===== src/rtl/pdp8_mem_pkg.sv =====
// Shared types for the PDP-8 memory arbiter: widths, DMA FSM states, op encoding.
`timescale 1ns/1ps
package pdp8_mem_pkg;

  localparam int ADDR_W = 15;
  localparam int WORD_W = 12;

  typedef enum logic [1:0] {
    ST_IDLE    = 2'd0,
    ST_ACCESS  = 2'd1,
    ST_DONE    = 2'd2,
    ST_RELEASE = 2'd3
  } dma_state_e;

  typedef enum logic {
    OP_RD = 1'b0,
    OP_WR = 1'b1
  } dma_op_e;

  typedef struct packed {
    dma_op_e             op;
    logic [ADDR_W-1:0]   ma;
    logic [WORD_W-1:0]   wdata;
  } dma_req_t;

  // Width of a counter that must hold 0..cycles-1; never narrower than one bit.
  function automatic int cnt_width(input int cycles);
    return (cycles > 1) ? $clog2(cycles) : 1;
  endfunction

endpackage


===== src/rtl/pdp8_mem_arb_if.sv =====
// CPU, DMA and RAM bus bundle around the arbiter; slave = arbiter view, master = surroundings.
`timescale 1ns/1ps
interface pdp8_mem_arb_if
  import pdp8_mem_pkg::*;
#(
  parameter int PCNT_W = 8
);

  logic [ADDR_W-1:0] cpu_addr;
  logic [WORD_W-1:0] cpu_wdata;
  logic [WORD_W-1:0] cpu_rdata;
  logic              cpu_rd;
  logic              cpu_wr;

  logic              dma_read_req;
  logic              dma_write_req;
  logic [ADDR_W-1:0] dma_ma;
  logic [WORD_W-1:0] dma_wdata;
  logic [WORD_W-1:0] dma_rdata;
  logic              dma_done;
  logic              dma_busy;
  logic [PCNT_W-1:0] preempt_count;

  logic [ADDR_W-1:0] ram_addr;
  logic [WORD_W-1:0] ram_wdata;
  logic [WORD_W-1:0] ram_rdata;
  logic              ram_rd;
  logic              ram_wr;

  modport slave (
    input  cpu_addr, cpu_wdata, cpu_rd, cpu_wr,
    input  dma_read_req, dma_write_req, dma_ma, dma_wdata,
    input  ram_rdata,
    output cpu_rdata, dma_rdata, dma_done, dma_busy, preempt_count,
    output ram_addr, ram_wdata, ram_rd, ram_wr
  );

  modport master (
    output cpu_addr, cpu_wdata, cpu_rd, cpu_wr,
    output dma_read_req, dma_write_req, dma_ma, dma_wdata,
    output ram_rdata,
    input  cpu_rdata, dma_rdata, dma_done, dma_busy, preempt_count,
    input  ram_addr, ram_wdata, ram_rd, ram_wr
  );

endinterface


===== src/rtl/pdp8_mem_arb.sv =====
// CPU/DMA arbiter for the single pdp8_ram: CPU passes through with zero latency,
// DMA uses idle slots, restarts on preemption and pulses dma_done when complete.
`timescale 1ns/1ps
module pdp8_mem_arb
  import pdp8_mem_pkg::*;
#(
  parameter int RAM_CYCLES = 2,
  parameter int PCNT_W     = 8
) (
  input  logic            clk,
  input  logic            reset,
  pdp8_mem_arb_if.slave   bus
);

  localparam int              CNT_W    = cnt_width(RAM_CYCLES);
  localparam logic [CNT_W-1:0] CNT_LAST = CNT_W'(RAM_CYCLES - 1);

  if (RAM_CYCLES < 1 || RAM_CYCLES > 15) begin : g_bad_ram_cycles
    $error("pdp8_mem_arb: RAM_CYCLES must be in 1..15");
  end

  dma_state_e        state;
  logic [CNT_W-1:0]  cnt;
  dma_req_t          req_q;
  logic [WORD_W-1:0] rdata_q;
  logic              done_q;
  logic [PCNT_W-1:0] pcnt_q;
  logic              cpu_act_q;
  logic              entry_q;

  logic cpu_act;
  logic any_req;
  logic preempt_first;

  assign cpu_act = bus.cpu_rd | bus.cpu_wr;
  assign any_req = bus.dma_read_req | bus.dma_write_req;

  // A preemption episode is counted once: on ACCESS entry or on a CPU rising edge.
  assign preempt_first = (state == ST_ACCESS) && cpu_act && (entry_q || !cpu_act_q);

  always_ff @(posedge clk or negedge reset) begin
    if (!reset) begin
      state     <= ST_IDLE;
      cnt       <= '0;
      req_q     <= '0;
      rdata_q   <= '0;
      done_q    <= 1'b0;
      pcnt_q    <= '0;
      cpu_act_q <= 1'b0;
      entry_q   <= 1'b0;
    end else begin
      cpu_act_q <= cpu_act;
      entry_q   <= 1'b0;
      done_q    <= 1'b0;
      case (state)
        ST_IDLE: begin
          if (any_req) begin
            // Read wins when both request lines are raised together.
            req_q.op    <= (bus.dma_write_req && !bus.dma_read_req) ? OP_WR : OP_RD;
            req_q.ma    <= bus.dma_ma;
            req_q.wdata <= bus.dma_wdata;
            cnt         <= '0;
            entry_q     <= 1'b1;
            state       <= ST_ACCESS;
          end
        end
        ST_ACCESS: begin
          if (cpu_act) begin
            cnt <= '0;
            if (preempt_first && (pcnt_q != '1)) begin
              pcnt_q <= pcnt_q + 1'b1;
            end
          end else if (cnt == CNT_LAST) begin
            if (req_q.op == OP_RD) begin
              rdata_q <= bus.ram_rdata;
            end
            done_q <= 1'b1;
            state  <= ST_DONE;
          end else begin
            cnt <= cnt + 1'b1;
          end
        end
        ST_DONE: begin
          state <= ST_RELEASE;
        end
        ST_RELEASE: begin
          // Held level requests must drop before a new access can start.
          if (!any_req) begin
            state <= ST_IDLE;
          end
        end
        default: state <= ST_IDLE;
      endcase
    end
  end

  always_comb begin
    bus.ram_addr  = req_q.ma;
    bus.ram_wdata = req_q.wdata;
    bus.ram_rd    = 1'b0;
    bus.ram_wr    = 1'b0;
    if (cpu_act) begin
      bus.ram_addr  = bus.cpu_addr;
      bus.ram_wdata = bus.cpu_wdata;
      bus.ram_rd    = bus.cpu_rd;
      bus.ram_wr    = bus.cpu_wr;
    end else if (state == ST_ACCESS) begin
      bus.ram_rd = (req_q.op == OP_RD);
      bus.ram_wr = (req_q.op == OP_WR);
    end
  end

  assign bus.cpu_rdata     = bus.ram_rdata;
  assign bus.dma_rdata     = rdata_q;
  assign bus.dma_done      = done_q;
  assign bus.dma_busy      = (state == ST_ACCESS) || (state == ST_DONE);
  assign bus.preempt_count = pcnt_q;

endmodule


===== src/flat_wrapper.sv =====
// flat-port wrapper written by rule: the top's interface ports become plain ports
module pdp8_mem_arb_flat import pdp8_mem_pkg::*;
#(
  parameter int RAM_CYCLES = 2,
  parameter int PCNT_W     = 8
)
  (clk, reset, bus_cpu_addr, bus_cpu_wdata, bus_cpu_rd, bus_cpu_wr, bus_dma_read_req, bus_dma_write_req, bus_dma_ma, bus_dma_wdata, bus_ram_rdata, bus_cpu_rdata, bus_dma_rdata, bus_dma_done, bus_dma_busy, bus_preempt_count, bus_ram_addr, bus_ram_wdata, bus_ram_rd, bus_ram_wr);
  pdp8_mem_arb_if #(.PCNT_W(PCNT_W)) bus_i ();
  input  logic clk;
  input  logic reset;
  input wire logic [$bits(bus_i.cpu_addr)-1:0] bus_cpu_addr;
  input wire logic [$bits(bus_i.cpu_wdata)-1:0] bus_cpu_wdata;
  input wire logic [$bits(bus_i.cpu_rd)-1:0] bus_cpu_rd;
  input wire logic [$bits(bus_i.cpu_wr)-1:0] bus_cpu_wr;
  input wire logic [$bits(bus_i.dma_read_req)-1:0] bus_dma_read_req;
  input wire logic [$bits(bus_i.dma_write_req)-1:0] bus_dma_write_req;
  input wire logic [$bits(bus_i.dma_ma)-1:0] bus_dma_ma;
  input wire logic [$bits(bus_i.dma_wdata)-1:0] bus_dma_wdata;
  input wire logic [$bits(bus_i.ram_rdata)-1:0] bus_ram_rdata;
  output wire logic [$bits(bus_i.cpu_rdata)-1:0] bus_cpu_rdata;
  output wire logic [$bits(bus_i.dma_rdata)-1:0] bus_dma_rdata;
  output wire logic [$bits(bus_i.dma_done)-1:0] bus_dma_done;
  output wire logic [$bits(bus_i.dma_busy)-1:0] bus_dma_busy;
  output wire logic [$bits(bus_i.preempt_count)-1:0] bus_preempt_count;
  output wire logic [$bits(bus_i.ram_addr)-1:0] bus_ram_addr;
  output wire logic [$bits(bus_i.ram_wdata)-1:0] bus_ram_wdata;
  output wire logic [$bits(bus_i.ram_rd)-1:0] bus_ram_rd;
  output wire logic [$bits(bus_i.ram_wr)-1:0] bus_ram_wr;
  assign bus_i.cpu_addr = bus_cpu_addr;
  assign bus_i.cpu_wdata = bus_cpu_wdata;
  assign bus_i.cpu_rd = bus_cpu_rd;
  assign bus_i.cpu_wr = bus_cpu_wr;
  assign bus_i.dma_read_req = bus_dma_read_req;
  assign bus_i.dma_write_req = bus_dma_write_req;
  assign bus_i.dma_ma = bus_dma_ma;
  assign bus_i.dma_wdata = bus_dma_wdata;
  assign bus_i.ram_rdata = bus_ram_rdata;
  assign bus_cpu_rdata = bus_i.cpu_rdata;
  assign bus_dma_rdata = bus_i.dma_rdata;
  assign bus_dma_done = bus_i.dma_done;
  assign bus_dma_busy = bus_i.dma_busy;
  assign bus_preempt_count = bus_i.preempt_count;
  assign bus_ram_addr = bus_i.ram_addr;
  assign bus_ram_wdata = bus_i.ram_wdata;
  assign bus_ram_rd = bus_i.ram_rd;
  assign bus_ram_wr = bus_i.ram_wr;
  pdp8_mem_arb #(.RAM_CYCLES(RAM_CYCLES), .PCNT_W(PCNT_W)) u_core (.clk(clk), .reset(reset), .bus(bus_i));
endmodule

===== config.mk =====
export PLATFORM = sky130hd
export DESIGN_NAME = pdp8_mem_arb_flat
export DESIGN_NICKNAME = d
export VERILOG_FILES = /design/src/rtl/pdp8_mem_pkg.sv /design/src/rtl/pdp8_mem_arb_if.sv /design/src/rtl/pdp8_mem_arb.sv /design/src/flat_wrapper.sv
export SDC_FILE = /design/constraint.sdc
export NUM_CORES = 1
export LEC_CHECK = 0
export CELL_PAD_IN_SITES_DETAIL_PLACEMENT = 2
export CELL_PAD_IN_SITES_GLOBAL_PLACEMENT = 2
export CORE_ASPECT_RATIO = 1.4
export CORE_MARGIN = 2
export CORE_UTILIZATION = 25
export CTS_BUF_LIST = sky130_fd_sc_hd__clkbuf_4 sky130_fd_sc_hd__clkbuf_8
export DETAILED_ROUTE_END_ITERATION = 7
export GPL_ROUTABILITY_DRIVEN = 0
export GPL_TIMING_DRIVEN = 0
export PLACE_DENSITY_LB_ADDON = 0.05
export SLEW_MARGIN = 20
export SYNTH_ARGS = -nofsm -noshare
export SYNTH_HDL_FRONTEND = slang
export SYNTH_SLANG_ARGS = --single-unit
export TNS_END_PERCENT = 20

===== constraint.sdc =====
create_clock -name clk -period 3.1 [get_ports clk]
set_clock_uncertainty 0.15 [all_clocks]
set_input_delay 0.93 -clock clk [delete_from_list [all_inputs] [get_ports clk]]
set_output_delay 0.93 -clock clk [all_outputs]
set_load 0.02 [all_outputs]

==> run summary <==
The power share of the clock group came out at between 10% and 20%. Setup repair after global routing left no endpoint under its margin. The clock tree buffer depth is 2. Measured along the y axis, the die boundary spans about 130 µm.

The total setup violations reported at the end of the flow is 0. In this run the register-to-register setup slack is approximately 1.2 ns. The switching part of the total power came out at between 30% and 40%. The post-synth net total is 277.

The routed layout has about 2.2k vias. The post-cts hold buffer count is 0. The HPWL after detailed placement is 6.21 mm. The synthesis warning total is 0.

The startpoint identified for the worst register-to-register timing path is u_core.state[0]. The run finished with clean final reports. From synthesis to final layout, the design area changed by 61.9%. The depth of the worst register-to-register path is 5. The sequential fraction of the synthesis area is 50.5%. Of the total synthesized cell area, the portion taken by XOR and XNOR cells is less than 1%.

The arrival time at the worst endpoint is 1.95 ns. In this run the tool buffered the top-level ports with roughly 130 buffer cells. The ratio of cells with drive above 1 in the final layout is a little over two fifths. After clock tree synthesis, the clock-pin slew on the worst setup and hold paths is ~0.090 ns. The kind of end point of the critical path is an output port. The total power draw came out at 3120 µW. The actual transition at the worst max-transition pin came out at between 0.4 and 0.5 ns. By area, the combinational part of the netlist is dominated by multiplexers.

The tightest min-delay check is of the primary input to asynchronous set/reset pin type. In the synthesized netlist the dominant register cell turns out to be sky130_fd_sc_hd__dfrtp_1. The hold violation count in the final report is 0. The TritonCTS buffer count came out at 5.

The critical path in this run is classified as primary input to output port. The compound-cell area share of the yosys netlist is under 10%. The worst path required time is slightly above 2 ns. The share of power burned in registers is around 39%.

The largest stage delay on the critical path is roughly 0.32 ns. After synthesis, the cell types taking the most area are sky130_fd_sc_hd__dfrtp_1, sky130_fd_sc_hd__mux2_2, sky130_fd_sc_hd__mux2_4. The total grt overflow is 0. The register bit count reported by yosys is 54. The non-filler instance count after layout is 486. The number of nets in the final layout is about 420. The worst hold-check slack is between 0.3 and 0.4 ns. The number of iterations in the first detailed-routing pass is 3. The die span in x is 91.4 µm. IR analysis of the VDD net gives a maximum drop of around 0.23 mV.

TritonCTS built the clock tree. The initial antenna violation count came out at 0. The critical path goes through buf_6 -> nor2_4 -> buf_4 -> buf_16 -> mux2_2 -> buf_2.

The tool flagged a number of max-cap violations equal to 0. The logic gate share of total power came out at between 40% and 50%. For this run, design rule violations remaining after detail routing come to 0. The post-synthesis async set-or-reset flop share is 100%. The total leakage power is 0.00195 µW. The number of standard cells after synthesis came out at 200. The number of H-tree levels came out at 2.

Internal power comes to between 2000 and 2500 µW. The critical register-to-register path endpoint is u_core.req_q[1]. The worst pin sits at a relative slew slack of between 60% and 70%. The number of global-route vias before repair is 2462.

The maximum net fanout on the critical path came out at 5. Counting instances in the post-synthesis netlist gives the leading cell types as sky130_fd_sc_hd__mux2_2, sky130_fd_sc_hd__dfrtp_1, sky130_fd_sc_hd__buf_4. After detailed routing, the average wire length per cell comes to 16.2 µm. The routed design could run at a clock period as short as 3.03 ns. For this configuration, the core starts out at a cell density of 25.7%.

The via-per-instance ratio came out at around 4.5. The summed negative setup slack over all endpoints is 0 ns. The post-synthesis share of cell area spent on and, or, nand and nor gates came out at 6.08%. The final-report max-slew violation count came out at 0. The area of the die is ~0.012 mm². The detailed router's first-iteration violation count came out at 33.

The most common cell in the synthesized netlist is sky130_fd_sc_hd__mux2_2. Broken down by cell family, the worst path's largest delay share belongs to buffers and inverters. The pin count of the biggest net entering global routing came out at 35. The slowest stage of the critical path belongs to the cell sky130_fd_sc_hd__mux2_2. The post-synthesis adder-cell area fraction is about 2.3%.

Summed over all instances, the cell type with the most area after synthesis is sky130_fd_sc_hd__dfrtp_1. The average footprint of a synthesized cell is roughly 13 µm². The overall routed net length is ~7.9 mm.

The mux share of post-synthesis cell area is between 30% and 40%. The first-pass GRT wire length came out at around 13 mm. Summed over all nets, the switching power comes to 1080 µW.

Of the available clock period, the critical path in the final layout requires just under 100%. The critical path buffer and inverter count came out at 4. The placement row count came out at 44.

The cell sitting at the root of the clock tree is a sky130_fd_sc_hd__clkbuf_8. The synthesized netlist occupies a cell area of about 0.0027 mm². The achievable frequency came out at between 300 and 400 MHz.

The area of the core is 0.0104 mm². The total routing resource utilization after global routing came out at around 14%. The repair_antennas step left the layout with diodes totalling 0. The detail route stage leaves a number of antenna-violating nets equal to 0. The number of distinct library cells after synthesis came out at 36. The I/O pin count is ~140. At the later pin of the worst-skew pair, clock insertion delay measures ~0.31 ns. The number of cells after detailed placement came out at about 470. STA classifies the critical path startpoint as a primary input. The clock net in this run drives a total of 54 sinks. Power spread over the standard cell area amounts to 720 mW/mm². In this run, synthesis inferred 0 flip-flops with an integrated enable. Of the post-synthesis cell area, the dominant cell type holds about half.
[timing repair]
item,CTS,global route
setup endpoints to repair,41,15
setup buffers,4,1
resized for setup,171,0
pin swaps,1,1
cloned,1,0
hold endpoints to repair,0,0
[worst max path at each step]
stage / slack (ns) / endpoint / cells after the start / startpoint
finish: 0.07 / bus_ram_addr[12] / 6 / bus_cpu_wr
global route: 0.02 / bus_ram_addr[0] / 6 / bus_cpu_wr
CTS: -0.01 / bus_ram_wdata[6] / 6 / bus_cpu_rd
detailed placement: -1.19 / bus_ram_wdata[6] / 6 / bus_cpu_rd
global placement: -1.22 / bus_ram_wdata[9] / 6 / bus_cpu_rd
floorplan: 0.11 / bus_ram_wdata[3] / 4 / bus_cpu_wr
[per-layer routing]
layer	wire, µm	vias to the layer above	share of wire [%]	track usage [%]
li1	-	992	-	-
met1	2710	1100	34	14.9
met2	4570	73	58	27.3
met3	493	9	6.2	3.80
met4	110	0	1.4	4.01
met5	0	-	0	0
[layout make-up]
class / instances / area, µm²
fillers: 1060 / 6070
repair buffers: 141 / 1320
multi-input cells: 123 / 1220
flip-flops and latches: 54 / 1350
inverters: 4 / 15.0
clock buffers: 7 / 90.1
well taps: 138 / 173
clock inverters: 1 / 5.00
plain buffers: 18 / 161
[flip-flops by register name, indices dropped and copies added, names as in the netlist]
| name | flops |
|---|---|
| u_core.cpu_act_q | 1 |
| u_core.bus.dma_done | 1 |
| u_core.entry_q | 1 |
| u_core.bus.preempt_count | 8 |
| u_core.state | 2 |
| u_core.req_q | 28 |
| u_core.bus.dma_rdata | 12 |
| u_core.cnt | 1 |
[power groups by stage]
stage / registers [µW] / clock network, µW / logic (µW)
after floorplan: 1280 / 0 / 800
after global placement: 1210 / 0 / 1500
after detailed placement: 1230 / 0 / 1540
after CTS: 1220 / 450 / 1530
after global routing: 1260 / 469 / 1630
final: 1210 / 419 / 1490
[cells in the final DEF, fill, tap and decap left out, types with 2 or more instances in the layout]
cell,count
sky130_fd_sc_hd__buf_6,9
sky130_fd_sc_hd__a21oi_1,5
sky130_fd_sc_hd__mux2_2,51
sky130_fd_sc_hd__nand2b_1,2
sky130_fd_sc_hd__o21ai_0,2
sky130_fd_sc_hd__buf_12,3
sky130_fd_sc_hd__buf_4,28
sky130_fd_sc_hd__inv_1,4
sky130_fd_sc_hd__a211oi_1,2
sky130_fd_sc_hd__nand3_1,3
sky130_fd_sc_hd__buf_2,22
sky130_fd_sc_hd__buf_8,3
sky130_fd_sc_hd__nand2_1,5
sky130_fd_sc_hd__o21bai_1,2
sky130_fd_sc_hd__ha_1,4
sky130_fd_sc_hd__nor2_1,4
sky130_fd_sc_hd__and4_1,2
sky130_fd_sc_hd__dfrtp_1,54
sky130_fd_sc_hd__mux2_4,17
sky130_fd_sc_hd__xor2_1,3
sky130_fd_sc_hd__clkdlybuf4s50_1,90
sky130_fd_sc_hd__dlygate4sd2_1,3
sky130_fd_sc_hd__clkbuf_8,6
sky130_fd_sc_hd__and3_1,4
[cell families (layout without fill, tap and decap cells)]
kind of cell	count (synthesis)	after routing
xor gates and xnor gates	3	3
AOI/OAI and AO/OA	17	17
adders and majority gates	5	5
buffers and inverters	23	171
and+or+nand+nor	29	29
DFF	54	54
muxes	69	69
[per-stage QoR]
step | instance area (µm²) | utilization, % | setup slack (ns)
after global routing | 4330 | 41.6 | 0.0219
after detailed placement | 4210 | 40.4 | -1.19
after floorplan | 2680 | - | 0.109
final | 4330 | 41.6 | 0.0657
after CTS | 4330 | 41.6 | -0.00961
after global placement | 4190 | 40.3 | -1.22
No activity file was read; power rests on OpenSTA's default activity.
